===== src/rtl/geom_decomp_pkg.sv =====
// Shared types and helpers for the geometry decompressor pipeline.
// Saturation behaviour is selected with the GEOM_DECOMP_SAT_EN macro.
package geom_decomp_pkg;

  typedef enum logic [1:0] {
    PRED_ZERO   = 2'd0,
    PRED_PREV   = 2'd1,
    PRED_LINEAR = 2'd2,
    PRED_HALF   = 2'd3
  } pred_mode_e;

  // Wide enough for COORD_W+2 intermediates up to a 64-bit coordinate.
  localparam int unsigned WIDE_W = 66;
  typedef logic signed [WIDE_W-1:0] wide_t;

  function automatic wide_t sat_clamp(input wide_t v, input int unsigned w);
    wide_t hi;
    wide_t lo;
    hi = (wide_t'(1) <<< (w - 1)) - wide_t'(1);
    lo = -(wide_t'(1) <<< (w - 1));
    if (v > hi) return hi;
    if (v < lo) return lo;
    return v;
  endfunction

endpackage


===== src/rtl/geom_decompressor_pipe_if.sv =====
// Residual-in / point-out streaming bundle for geom_decompressor_pipe.
// master = upstream/downstream environment, slave = the decompressor.
interface geom_decompressor_pipe_if #(
  parameter int COORD_W = 32,
  parameter int RES_W   = 16,
  parameter int CNT_W   = 16
) ();
  logic                      in_valid;
  logic                      in_ready;
  logic                      in_sof;
  logic [1:0]                in_mode;
  logic signed [RES_W-1:0]   in_res_x;
  logic signed [RES_W-1:0]   in_res_y;
  logic signed [RES_W-1:0]   in_res_z;
  logic                      out_valid;
  logic                      out_ready;
  logic                      out_sof;
  logic signed [COORD_W-1:0] out_x;
  logic signed [COORD_W-1:0] out_y;
  logic signed [COORD_W-1:0] out_z;
  logic [CNT_W-1:0]          out_idx;
  logic                      ovf_flag;

  modport master (
    output in_valid, in_sof, in_mode, in_res_x, in_res_y, in_res_z, out_ready,
    input  in_ready, out_valid, out_sof, out_x, out_y, out_z, out_idx, ovf_flag
  );

  modport slave (
    input  in_valid, in_sof, in_mode, in_res_x, in_res_y, in_res_z, out_ready,
    output in_ready, out_valid, out_sof, out_x, out_y, out_z, out_idx, ovf_flag
  );
endinterface


===== src/rtl/geom_axis_predictor.sv =====
// One axis: predict from two-point history, add sign-extended residual.
// GEOM_DECOMP_SAT_EN selects clamping with overflow detect; otherwise wraps.
module geom_axis_predictor
  import geom_decomp_pkg::*;
#(
  parameter int COORD_W = 32,
  parameter int RES_W   = 16
) (
  input  pred_mode_e                mode_i,
  input  logic                      sof_i,
  input  logic signed [COORD_W-1:0] p1_i,
  input  logic signed [COORD_W-1:0] p2_i,
  input  logic signed [RES_W-1:0]   res_i,
  output logic signed [COORD_W-1:0] result_o,
  output logic                      ovf_o
);
  localparam int IW = COORD_W + 2;

  logic signed [IW-1:0] p1;
  logic signed [IW-1:0] p2;
  logic signed [IW-1:0] pred;
  logic signed [IW-1:0] sum;

  always_comb begin
    p1   = sof_i ? '0 : IW'(p1_i);
    p2   = sof_i ? '0 : IW'(p2_i);
    pred = '0;
    unique case (mode_i)
      PRED_ZERO:   pred = '0;
      PRED_PREV:   pred = p1;
      PRED_LINEAR: pred = (p1 <<< 1) - p2;
      PRED_HALF:   pred = p1 + ((p1 - p2) >>> 1);
      default:     pred = '0;
    endcase
    sum = pred + IW'(res_i);
  end

`ifdef GEOM_DECOMP_SAT_EN
  wide_t sum_w;
  wide_t clamped;
  assign sum_w    = wide_t'(sum);
  assign clamped  = sat_clamp(sum_w, COORD_W);
  assign ovf_o    = (clamped != sum_w);
  assign result_o = COORD_W'(clamped);
`else
  assign result_o = COORD_W'(sum);
  assign ovf_o    = 1'b0;
`endif

endmodule


===== src/rtl/geom_decompressor_pipe.sv =====
// Streaming XYZ point reconstruction: 1-cycle latency, 1 point/clock.
// GEOM_DECOMP_SAT_EN enables clamping and the sticky overflow flag.
module geom_decompressor_pipe
  import geom_decomp_pkg::*;
#(
  parameter int COORD_W = 32,
  parameter int RES_W   = 16,
  parameter int CNT_W   = 16
) (
  input logic                     clock,
  input logic                     reset,
  geom_decompressor_pipe_if.slave bus
);
  typedef struct packed {
    logic signed [COORD_W-1:0] x;
    logic signed [COORD_W-1:0] y;
    logic signed [COORD_W-1:0] z;
  } coord_t;

  coord_t           p1_q, p2_q, out_q, res_d;
  logic [CNT_W-1:0] cnt_q, out_idx_q, idx_d;
  logic             out_valid_q, out_sof_q, ovf_q;
  logic             ovf_x, ovf_y, ovf_z;
  logic             accept;
  pred_mode_e       mode;

  assign mode     = pred_mode_e'(bus.in_mode);
  assign accept   = bus.in_valid && bus.in_ready;
  assign idx_d    = bus.in_sof ? '0 : cnt_q;

  geom_axis_predictor #(.COORD_W(COORD_W), .RES_W(RES_W)) u_ax_x (
    .mode_i(mode), .sof_i(bus.in_sof), .p1_i(p1_q.x), .p2_i(p2_q.x),
    .res_i(bus.in_res_x), .result_o(res_d.x), .ovf_o(ovf_x)
  );
  geom_axis_predictor #(.COORD_W(COORD_W), .RES_W(RES_W)) u_ax_y (
    .mode_i(mode), .sof_i(bus.in_sof), .p1_i(p1_q.y), .p2_i(p2_q.y),
    .res_i(bus.in_res_y), .result_o(res_d.y), .ovf_o(ovf_y)
  );
  geom_axis_predictor #(.COORD_W(COORD_W), .RES_W(RES_W)) u_ax_z (
    .mode_i(mode), .sof_i(bus.in_sof), .p1_i(p1_q.z), .p2_i(p2_q.z),
    .res_i(bus.in_res_z), .result_o(res_d.z), .ovf_o(ovf_z)
  );

  always_ff @(posedge clock) begin
    if (reset) begin
      p1_q        <= '0;
      p2_q        <= '0;
      out_q       <= '0;
      cnt_q       <= '0;
      out_idx_q   <= '0;
      out_valid_q <= 1'b0;
      out_sof_q   <= 1'b0;
      ovf_q       <= 1'b0;
    end else if (accept) begin
      p2_q        <= p1_q;
      p1_q        <= res_d;
      out_q       <= res_d;
      out_sof_q   <= bus.in_sof;
      out_idx_q   <= idx_d;
      cnt_q       <= idx_d + CNT_W'(1);
      out_valid_q <= 1'b1;
      // sof clears the sticky flag before this point's own overflow is merged
      ovf_q       <= (ovf_q && !bus.in_sof) || ovf_x || ovf_y || ovf_z;
    end else if (bus.out_ready) begin
      out_valid_q <= 1'b0;
    end
  end

  assign bus.in_ready  = !out_valid_q || bus.out_ready;
  assign bus.out_valid = out_valid_q;
  assign bus.out_sof   = out_sof_q;
  assign bus.out_x     = out_q.x;
  assign bus.out_y     = out_q.y;
  assign bus.out_z     = out_q.z;
  assign bus.out_idx   = out_idx_q;
  assign bus.ovf_flag  = ovf_q;

endmodule

===== src/flat_wrapper.sv =====
// flat-port wrapper written by rule: the top's interface ports become plain ports
module geom_decompressor_pipe_flat import geom_decomp_pkg::*;
#(
  parameter int COORD_W = 32,
  parameter int RES_W   = 16,
  parameter int CNT_W   = 16
)
  (clock, reset, bus_in_valid, bus_in_sof, bus_in_mode, bus_in_res_x, bus_in_res_y, bus_in_res_z, bus_out_ready, bus_in_ready, bus_out_valid, bus_out_sof, bus_out_x, bus_out_y, bus_out_z, bus_out_idx, bus_ovf_flag);
  geom_decompressor_pipe_if #(.COORD_W(COORD_W), .RES_W(RES_W), .CNT_W(CNT_W)) bus_i ();
  input logic clock;
  input logic reset;
  input wire logic [$bits(bus_i.in_valid)-1:0] bus_in_valid;
  input wire logic [$bits(bus_i.in_sof)-1:0] bus_in_sof;
  input wire logic [$bits(bus_i.in_mode)-1:0] bus_in_mode;
  input wire logic [$bits(bus_i.in_res_x)-1:0] bus_in_res_x;
  input wire logic [$bits(bus_i.in_res_y)-1:0] bus_in_res_y;
  input wire logic [$bits(bus_i.in_res_z)-1:0] bus_in_res_z;
  input wire logic [$bits(bus_i.out_ready)-1:0] bus_out_ready;
  output wire logic [$bits(bus_i.in_ready)-1:0] bus_in_ready;
  output wire logic [$bits(bus_i.out_valid)-1:0] bus_out_valid;
  output wire logic [$bits(bus_i.out_sof)-1:0] bus_out_sof;
  output wire logic [$bits(bus_i.out_x)-1:0] bus_out_x;
  output wire logic [$bits(bus_i.out_y)-1:0] bus_out_y;
  output wire logic [$bits(bus_i.out_z)-1:0] bus_out_z;
  output wire logic [$bits(bus_i.out_idx)-1:0] bus_out_idx;
  output wire logic [$bits(bus_i.ovf_flag)-1:0] bus_ovf_flag;
  assign bus_i.in_valid = bus_in_valid;
  assign bus_i.in_sof = bus_in_sof;
  assign bus_i.in_mode = bus_in_mode;
  assign bus_i.in_res_x = bus_in_res_x;
  assign bus_i.in_res_y = bus_in_res_y;
  assign bus_i.in_res_z = bus_in_res_z;
  assign bus_i.out_ready = bus_out_ready;
  assign bus_in_ready = bus_i.in_ready;
  assign bus_out_valid = bus_i.out_valid;
  assign bus_out_sof = bus_i.out_sof;
  assign bus_out_x = bus_i.out_x;
  assign bus_out_y = bus_i.out_y;
  assign bus_out_z = bus_i.out_z;
  assign bus_out_idx = bus_i.out_idx;
  assign bus_ovf_flag = bus_i.ovf_flag;
  geom_decompressor_pipe #(.COORD_W(COORD_W), .RES_W(RES_W), .CNT_W(CNT_W)) u_core (.clock(clock), .reset(reset), .bus(bus_i));
endmodule

===== config.mk =====
export PLATFORM = sky130hd
export DESIGN_NAME = geom_decompressor_pipe_flat
export DESIGN_NICKNAME = d
export VERILOG_FILES = /design/src/rtl/geom_decomp_pkg.sv /design/src/rtl/geom_decompressor_pipe_if.sv /design/src/rtl/geom_axis_predictor.sv /design/src/rtl/geom_decompressor_pipe.sv /design/src/flat_wrapper.sv
export SDC_FILE = /design/constraint.sdc
export NUM_CORES = 2
export LEC_CHECK = 0
export CAP_MARGIN = 20
export CORE_MARGIN = 5
export CORE_UTILIZATION = 60
export DETAILED_ROUTE_END_ITERATION = 7
export GPL_ROUTABILITY_DRIVEN = 0
export PLACE_DENSITY_LB_ADDON = 0.3
export SKIP_LAST_GASP = 1
export SYNTH_ARGS = -nofsm -noshare
export SYNTH_HDL_FRONTEND = slang
export SYNTH_SLANG_ARGS = --single-unit
export TNS_END_PERCENT = 5

===== constraint.sdc =====
create_clock -name clock -period 12.9 [get_ports clock]
set_input_delay 1.29 -clock clock [delete_from_list [all_inputs] [get_ports clock]]
set_output_delay 1.29 -clock clock [all_outputs]
set_load 0.1 [all_outputs]

== After elaboration in Yosys (flattened, before gate mapping) ==
Cells that the tools add are included.

* Flip-flop bits (word level): 227
* Logic and storage cells: 46

* Add/sub/neg operators: 13
* Equal/unequal tests: 3
* Mux-type cells: 12
* Reductions and logical operators: 7

{| class="wikitable"
|+ Operators with widths
! cell !! count
|-
| one-hot mux 32 bit (4 select lines) || 3
|-
| 2-to-1 mux 33 bit || 6
|-
| subtractor 33 bit || 3
|-
| adder 32 x 16 -> 32 bit || 3
|-
| adder 32 bit || 3
|-
| subtractor 32 bit || 3
|-
| adder 16 x 1 -> 16 bit, second input constant || 1
|-
| 2-to-1 mux 16 bit || 1
|-
| == test 2 bit, second input constant || 2
|-
| == test 2 x 1 -> 1 bit, second input constant || 1
|-
| logical AND 1 bit || 2
|-
| zero test 1 bit || 2
|-
| zero test 2 bit || 1
|-
| 2-to-1 mux 1 bit || 2
|-
| nonzero test 2 bit || 1
|-
| logical OR 1 bit || 1
|}

== Longest topological paths before layout ==
* Depth after elaboration: 5
* Mapped depth: 43

== Cells and area by module ==
From an unflattened synthesis, not the netlist that was laid out.

* Cells, all modules: 4087
* Area, all modules: 29453.2 um2

{| class="wikitable"
|+ By module, submodules not included
! module !! times used !! cells each !! area an instance (um2)
|-
| geom_decompressor_pipe || 1 || 1031 || 8185.4
|-
| geom_axis_predictor at u_core.u_ax_y || 1 || 1017 || 7100.6
|-
| geom_axis_predictor at u_core.u_ax_z || 1 || 1016 || 7100.6
|-
| geom_axis_predictor at u_core.u_ax_x || 1 || 1023 || 7066.8
|}

== Worst setup path after synthesis ==
OpenSTA, ideal clock, no wires.

* Kind: input -> register
* From: input bus_in_sof
* To: register u_core.p1_q[31] in the netlist's numbering
* Setup time: 0.122 ns
* Arrival time: 9.380 ns
* Data required time: 12.778 ns
* Path slack: 3.398 ns
* Stages: 40
* Cell sequence: buf_6 -> buf_6 -> buf_4 -> buf_2 -> buf_1 -> buf_1 -> clkbuf_1 -> clkbuf_1 -> nor2b_1 -> ha_1 -> a211oi_1 -> a211oi_1 -> a2111o_1 -> a221oi_2 -> and2b_2 -> o21a_1 -> o21ai_0 -> nand2_1 -> [4 not listed] -> nand2_1 -> o21ai_0 -> a211o_1 -> a31oi_1 -> o21ai_1 -> a311o_1 -> a21oi_1 -> xor2_1 -> o21ai_0 -> ha_1 -> and4_1 -> a221oi_1 -> o21ai_1 -> a31o_2 -> a211oi_1 -> nor2_1 -> and3_2 -> a311o_1

* Cells in the longest elaborated chain, start to end: 5
* Elaborated cells between the ends (all ways): 7

{| class="wikitable"
|+ Ends and longest elaborated chain
! element !! RTL line !! source
|-
| from (decl) || flat_wrapper.sv:13 || <nowiki>input wire logic [$bits(bus_i.in_sof)-1:0] bus_in_sof;</nowiki>
|-
| 2-to-1 mux 33 bit, on equally long branches || geom_axis_predictor.sv:25, geom_axis_predictor.sv:26 ||
|-
| subtractor 33 bit || geom_axis_predictor.sv:32 || <nowiki>PRED_HALF: pred = p1 + ((p1 - p2) >>> 1);</nowiki>
|-
| adder 32 bit || geom_axis_predictor.sv:32 ||
|-
| one-hot mux 32 bit (4 select lines) * || geom_axis_predictor.sv:28 || <nowiki>unique case (mode_i)</nowiki>
|-
| adder 32 x 16 -> 32 bit * || geom_axis_predictor.sv:35 || <nowiki>sum = pred + IW'(res_i);</nowiki>
|-
| to (signal assigned) || geom_decompressor_pipe.sv:56 || <nowiki>p1_q <= res_d;</nowiki>
|-
| to (decl) || geom_decompressor_pipe.sv:20 || <nowiki>coord_t p1_q, p2_q, out_q, res_d;</nowiki>
|}

Mark *: on every way between the ends. The rest lies on a longest branch, timed or not.
A chain may end at the register's enable or synchronous reset.

== Worst setup path in the final report ==
* From: input bus_in_sof
* To: register u_core.out_q (netlist bit u_core.bus.out_x[31])

* Cells in the longest elaborated chain, start to end: 5
* Elaborated cells between the ends (all ways): 7

{| class="wikitable"
|+ Ends and longest elaborated chain
! element !! RTL line !! source
|-
| 2-to-1 mux 33 bit, on equally long branches || geom_axis_predictor.sv:25, geom_axis_predictor.sv:26 ||
|-
| subtractor 33 bit || geom_axis_predictor.sv:32 ||
|-
| adder 32 bit || geom_axis_predictor.sv:32 ||
|-
| one-hot mux 32 bit (4 select lines) * || geom_axis_predictor.sv:28 ||
|-
| adder 32 x 16 -> 32 bit * || geom_axis_predictor.sv:35 ||
|-
| to (signal assigned) || geom_decompressor_pipe.sv:57 || <nowiki>out_q <= res_d;</nowiki>
|-
| to (decl) || geom_decompressor_pipe.sv:20 ||
|}

Marks and branches as above.

==> reports/metrics.yaml <==
layout:
  syn_to_final_growth_pct: 10.2
  mostFrequentLayoutCell: "nand2_1"
  nNetsFinal: 4499
  final_cell_mix: "nand2_1 (654), a21oi_1 (498), ha_1 (355)"
  drive_gt1_share_pct: 3.61
  diodes: 0
sta:
  report.final.slew_viol_count: 0
  relSlewSlack_pct: 23.1
  worst_pin_slew_ns: 1.15
  fmax_ghz: 0.106
  rsz0062_at_grt: "no"
  setup_viol: 0
  post-route-period-util_pct: 73.1
  report.final.hold_viol_count: 0
  fin_crit_ns: 9.42
  tns_ns: 0
  skew_ns: 0.0228
detailed_routing:
  drt-initial-drc-count: 2347
  dr_total_vias: 29600
  vias_per_cell: 6.29
  ant_nets: 0
  wl_um: 84800
  wl_per_cell_um: 18.0
  firstDrtPassIters: 6
  drc: 0
worst_setup_path:
  crit_path_max_fanout: 78
  cp_data_required_time_ns: 13.42
  worstSetupPathType: "primary input to flip-flop"
  r2r_slack_ns: 4.59
  endpoint_kind: "flip-flop"
  slowest_delay_ns: 0.77
  cp-start-kind: "primary input"
  cp_slowest_cell: "buf_4"
  cp.arrival_ns: 9.94
logic_synthesis:
  synth_compound_area_share_pct: 29.6
  synth_xor_area_share_pct: 9.76
  synth_ff_type: "dfxtp_1"
  synth_enable_flop_cells: 0
  ys_ff_latch: 227
  synthTopCellsByArea: "dfxtp_1 (16%), ha_1 (15%), a21oi_1 (8.7%)"
  syn_nets: 4439
  synthAdderAreaFrac_pct: 16.5
  syn_inst: 4017
  async_reset_ff_share_pct: 0
  synthesis.area_mm2: 0.0288
  yosysSeqAreaShare_pct: 15.8
  synth-simple-area-share_pct: 23.7
  synth_cell_types: 105
  synth.area.mux_share_pct: 0.700
  synth_warnings: 0
  yosys.area.top_type: "dfxtp_1"
  netlist.area_leader.share_pct: 15.8
  synth_top_family_by_area: "compound AO/OA/AOI/OAI gates"
  avgSynthCellArea_um2: 7.17
power:
  p_total_w: 0.00935
  power.density_mw_per_mm2: 295
  ir_drop_v: 0.000284
  p_leak_nw: 13.8
run:
  cap_viol_max_count: 0
die:
  ios: 171
  die-area_mm2: 0.0525
  start_util_pct: 60.4
  die_w_um: 229
  coreArea_mm2: 0.0476
  die_y_um: 229
  rows: 80
cts:
  cts_tree: "done"
  cts.path.max_buffers: 3
  cts-buffers-inserted: 29
  cts.sinks: 227
  hold_buffers: 0
  ctsResizeCount: 0
  clock_latency_ns: 0.61
  h-tree-depth: 1
  clk_pin_slew_worst_paths_ns: 0.06
  post_cts_buffers: 0
  clockRootBuffer: "clkbuf_16"
global_route:
  grt_pass1_wl_um: 138000
  antenna_found_initial: 2
  grt_overflow_total: 0
  grt_max_degree: 164
  track_usage_pct: 30.5
  grt_pass1_vias: 27400
worst_hold_path:
  hp-class: "flip-flop to flip-flop"
place:
  post-dp-hpwl_um: 62600
  numPortBuffers: 170
outcome:
  outcome: "finished clean"
[per-layer routing]
layer / vias up / global-route usage (%) / part of all wire [%]
met5: - / 0.551 / 0.081
met4: 6 / 9.21 / 3.0
met3: 184 / 5.49 / 8.3
met2: 1087 / 49.7 / 44
met1: 13700 / 41.4 / 45
li1: 14600 / - / -
[worst max-delay path: cells and delay by family]
kind	cells	cell delay, ns
AO/OA/AOI/OAI	20	4.07
XOR/XNOR	2	0.23
adder cells (fa/ha/maj)	3	1.06
buffers and inverters	4	1.77
AND/OR/NAND/NOR	8	1.44
[where the power goes]
group          leakage, nW  switching [W]  internal, W
registers             1.85       0.000198     0.000835
clock network        0.473       0.000355     0.000506
logic                 11.5        0.00444      0.00301
[through the flow]
| step | utilization (%) | setup WS, ns | cell area, um2 | hold slack [ns] | std cells |
|---|---|---|---|---|---|
| CTS | 66.6 | 3.67 | 31700 | 0.454 | 4714 |
| global placement | 64.5 | 3.21 | 30700 | 0.442 | 4661 |
| detailed placement | 64.5 | 3.07 | 30700 | 0.447 | 4661 |
| finish | 66.6 | 3.48 | 31700 | 0.455 | 4714 |
| floorplan | - | 3.40 | 28800 | 0.436 | 4017 |
| global route | 66.6 | 2.81 | 31700 | 0.467 | 4714 |
[cell families after synthesis]
kind of cell               count (synthesis)
DFF                                      227
AOI/OAI and AO/OA                       1344
buffers and inverters                    270
muxes                                     19
xor gates and xnor gates                 321
adders and majority gates                374
and+or+nand+nor                         1462
[final cells by class]
type,instances,area [um2]
multi-input cells,3520,23100
clock inverters,14,165
inverters,109,412
clock buffers,39,823
well taps,615,769
fillers,4219,15900
repair buffers,190,1870
flip-flops and latches,227,4540
[cell usage after synthesis (53+ instances only)]
| cell | n |
|---|---|
| nand2_1 | 656 |
| a21oi_1 | 498 |
| ha_1 | 355 |
| nor2_1 | 265 |
| dfxtp_1 | 227 |
| o21ai_0 | 218 |
| xnor2_1 | 212 |
| a21o_1 | 183 |
| nor2b_1 | 141 |
| clkbuf_1 | 131 |
| xor2_1 | 109 |
| inv_1 | 108 |
| nand3_1 | 75 |
| nand2b_1 | 62 |
| and3_1 | 53 |
[final timing paths]
kind | endpoint | start | depth (start not counted)
max | u_core.bus.out_x[31] | bus_in_sof | 37
min reg2reg | u_core.p2_q[72] | u_core.p2_q[72] | 2
max reg2reg | u_core.p1_q[31] | u_core.p1_q[0] | 32
min | u_core.p2_q[72] | u_core.p2_q[72] | 2
[sequential cells by signal, indices dropped and copies added (netlist names)]
register	count
u_core.bus.out_idx	16
u_core.bus.out_sof	1
u_core.bus.out_valid	1
u_core.bus.out_x	32
u_core.bus.out_y	32
u_core.bus.ovf_flag	1
u_core.cnt_q	16
u_core.p1_q	32
u_core.p2_q	96
(Power assumes the default switching activity.)
